**config.mk**
```make
export PLATFORM = sky130hd
export DESIGN_NAME = gen_paridad_dut
export DESIGN_NICKNAME = d
export VERILOG_FILES = /design/src/rtl/gen_paridad_dut.sv
export SDC_FILE = /design/constraint.sdc
export NUM_CORES = 1
export LEC_CHECK = 0
export ABC_AREA = 1
export ABC_CLOCK_PERIOD_IN_PS = 900
export CAP_MARGIN = 10
export CORE_MARGIN = 4
export CORE_UTILIZATION = 32
export DETAILED_ROUTE_END_ITERATION = 8
export PLACE_DENSITY = 0.77
export REMOVE_ABC_BUFFERS = 1
export SLEW_MARGIN = 20
export SYNTH_ARGS = -nofsm -noshare
export SYNTH_HDL_FRONTEND = slang
export SYNTH_SLANG_ARGS = --single-unit
```
**constraint.sdc**
```tcl
create_clock -name clk -period 0.9 [get_ports clk]
set_clock_uncertainty 0.2 [all_clocks]
set_input_delay 0.09 -clock clk [delete_from_list [all_inputs] [get_ports clk]]
set_output_delay 0.09 -clock clk [all_outputs]
set_load 0.005 [all_outputs]
```
**src/rtl/gen_paridad_dut.sv**
```systemverilog
// gen_paridad_dut: registered 7-bit parity generator with optional rx checker (GEN_PARIDAD_CHECK_EN)
module gen_paridad_dut (
  input  logic       clk,
  input  logic       reset,
  input  logic [6:0] data,
  input  logic       parimpar,
  input  logic       valid_in,
  output logic       paridad,
  output logic [7:0] frame_out,
  output logic       valid_out,
  input  logic [7:0] rx_frame,
  input  logic       rx_valid,
  input  logic       err_clr,
  output logic       err,
  output logic [7:0] err_count
);
  logic par_next;
  assign par_next = ^data ^ parimpar;
  // Load parity and frame on accepted samples; hold otherwise
  always_ff @(posedge clk or posedge reset)
    if (reset) begin
      paridad   <= 1'b0;
      frame_out <= 8'h00;
      valid_out <= 1'b0;
    end else begin
      valid_out <= valid_in;
      if (valid_in) begin
        paridad   <= par_next;
        frame_out <= {par_next, data};
      end
    end
`ifdef GEN_PARIDAD_CHECK_EN
  logic rx_fail;
  assign rx_fail = rx_valid & (^rx_frame ^ parimpar);
  // Pulse err on failing frames; count saturates at 255 and clear beats increment
  always_ff @(posedge clk or posedge reset)
    if (reset) begin
      err       <= 1'b0;
      err_count <= 8'h00;
    end else begin
      err       <= rx_fail;
      err_count <= err_clr ? 8'h00 : (rx_fail && err_count != 8'hFF) ? err_count + 8'd1 : err_count;
    end
`else
  logic unused_rx;
  assign unused_rx = ^{rx_frame, rx_valid, err_clr};
  assign err       = 1'b0;
  assign err_count = 8'h00;
`endif
endmodule

```
==> results by group <==
Routing
  – Detailed-route wire length: 1130 um
  – Antenna viol nets, final: 0
  – Drt wl/cell: 9.08 um
  – Drt pass-1 iters: 4
  – DRC Markers: 0
  – Initial DRC Count: 8
  – Via density: 4.06
  – Vias after detailed routing: 504

Clock tree
  – Clock Tree Buf Depth: 2
  – Root Driver: clkbuf_4
  – Worst skew pair latency: 0.25 ns
  – Clock Sinks: 9
  – Clock-pin slew on the worst setup and hold paths: 0.06 ns
  – CTS tree: built
  – Num CTS Buffers: 3
  – H-tree depth: 1

Power and ir drop
  – Worst VDD drop: 0.681 mV
  – Total power: 1.09 mW
  – Pleak: 0.479 nW
  – Pwr dens: 1330 nW/um^2

Yosys
  – Yosys reg bits: 9
  – Top cells by area, synth: dfrtp_1, nand2_1, buf_4
  – Commonest cells in the netlist: nand2_1, inv_1, buf_4
  – Most numerous cell in the Yosys netlist: nand2_1
  – Post-Synthesis Cell Area: 531 sq um
  – Post-Syn Area per Cell: 6.98 sq um
  – Yosys top cell area share: 42.5%
  – Synth Instances: 76
  – Sequential area share after synthesis: 42.5%
  – Synth Flop Type: dfrtp_1
  – EDFF count, synth: 0
  – Cell taking the most area after synthesis: dfrtp_1
  – Number of distinct library cells after synthesis: 11
  – Async set or reset register ratio after synthesis: 100%
  – Yosys warning count: 0

Global routing
  – Vias in the first global route: 459
  – Largest net degree at the start of global routing: 16
  – Gr usage total: 9.65%
  – Initial antenna violation count: 0
  – Total grt overflow: 0
  – First-pass GRT wire length: 1820 um

Finish
  – # diodes: 0
  – Fin nets: 130
  – FILL cells: 159
  – Cell Count, Final, Fillers Out: 124
  – Fraction of layout cells with a size suffix above 1: 38.9%
  – Area delta synth->final: 54.5%

Setup path
  – CP Max Fanout: 2
  – CP Class: register to primary output
  – Data required, critical path: 0.61 ns
  – Slowest cell on crit path: dfrtp_1
  – Setup crit end kind: primary output
  – CP dominant cell by count: buf_6
  – Critical Path AT: 0.87 ns
  – Worst path cell trace: buf_6 -> buf_6
  – Crit-path max cell delay: 0.39 ns
  – Startpoint Class: register

Timing
  – Final Hold Fails: 11
  – Endpoints failing setup: 16
  – Achievable frequency: 862 MHz
  – Min Clock Period, post-route: 1.16 ns
  – Worst Hold Slack: -0.102 ns
  – Worst Slack Setup Final: -0.260 ns
  – Pins Over Slew Limit: 0
  – RSZ-0062 raised after global routing: yes
  – Final critical-path share of the clock period: 129%
  – Setup TNS: -1.81 ns

Floorplanning
  – Die ar.: 2370 sq um
  – Row cnt: 14
  – Initial core utilization: 34.4%
  – Core footprint: 1540 sq um
  – Top Ports: 40
  – Die Wd: 48.7 um
  – DIE HEIGHT: 48.7 um

Placement
  – Post-DP HPWL: 853 um
  – Setup WS pre-CTS: -0.513 ns
  – DP Cell Count: 114
  – Port bufs: 20
  – Gp weighted congestion: 0.673

Outcome
  – Outcome: complete, but fails checks
  – Failing checks: hold timing, setup timing

Job
  – Max-Cap Viols: 0

Min path
  – HP Class: input pin to register
-- report_power, final --
group / total, mW / internal [mW] / switching [mW]
clock: 0.291 / 0.170 / 0.121
sequential: 0.466 / 0.443 / 0.0237
combinational: 0.329 / 0.182 / 0.146
-- worst paths after layout --
kind / cells after the start / slack, ns / start / endpoint
setup / recovery: 2 / -0.26 / paridad / paridad
hold / removal: 3 / -0.10 / data[1] / frame_out[1]
setup reg to reg: 4 / -0.16 / paridad / paridad
hold reg to reg: 2 / 0.29 / frame_out[6] / frame_out[6]
max in group asynchronous: 3 / 0.44 / reset / frame_out[3]
min in group asynchronous: 3 / -0.04 / reset / frame_out[5]
-- cells in the final DEF, fill, tap and decap left out --
master | synthesis | layout
o21ai_0 | 7 | 1
buf_6 | 0 | 7
inv_2 | 1 | 3
conb_1 | 1 | 9
buf_2 | 1 | 9
clkdlybuf4s50_1 | 0 | 1
o21ai_1 | 0 | 3
inv_1 | 12 | 9
buf_4 | 10 | 4
nand2_1 | 29 | 21
clkbuf_4 | 0 | 3
clkbuf_2 | 0 | 2
nand2_2 | 0 | 8
dfrtp_1 | 9 | 9
nor2_2 | 1 | 1
dlygate4sd2_1 | 0 | 4
nand3_1 | 3 | 3
inv_4 | 0 | 1
o21ai_2 | 0 | 3
clkbuf_1 | 0 | 1
nor2_1 | 2 | 2
clkdlybuf4s15_1 | 0 | 3
buf_12 | 0 | 1
-- sequential cells by signal (all words and copies together) (netlist names) --
register	flops
frame_out	7
paridad	1
valid_out	1
-- cell type report --
cell class,instances,area (sq um),area share [%]
Timing Repair Buffer,31,259,31.6
Multi-Input combinational cell,51,238,29.0
Sequential cell,9,225,27.5
Inverter,13,51.3,6.26
Clock buffer,4,26.3,3.21
Tap cell,16,20.0,2.44
-- per-stage QoR --
stage / util [%] / area, sq um
final: 53.2 / 820
after global routing: 53.2 / 820
after CTS: 48.7 / 751
after detailed placement: 48.7 / 751
after global placement: 48.7 / 751
after floorplan: - / 480
-- what timing repair did --
action	in CTS	in global routing
resized for setup	59	25
pin swaps	2	9
buffers inserted	5	3
endpoints found under the hold margin	9	12
endpoints found under the setup margin	18	16
-- critical path, delay by kind of cell, from the launching register on --
kind | cells | cell delay (ns)
buffers and inverters | 2 | 0.23
flip-flops | 1 | 0.39
-- cell families (layout without fill, tap and decap cells) --
kind of cell,Yosys count,after routing,synth area share [%]
and+or+nand+nor,35,35,25.9
DFF,9,9,42.5
buffers and inverters,24,48,24.3
other,1,9,0.707
AOI/OAI and AO/OA,7,7,6.60
-- routing by layer --
| layer | wire length, um | up-vias | track usage (%) | part of all wire [%] |
|---|---|---|---|---|
| met5 | 0 | - | 0 | 0 |
| met4 | 0 | 0 | 2.69 | 0 |
| met3 | 106 | 0 | 4.91 | 9.4 |
| met2 | 595 | 17 | 17.2 | 53 |
| met1 | 424 | 219 | 9.73 | 38 |
| li1 | - | 268 | - | - |
Power figures use the tool's default switching activity.
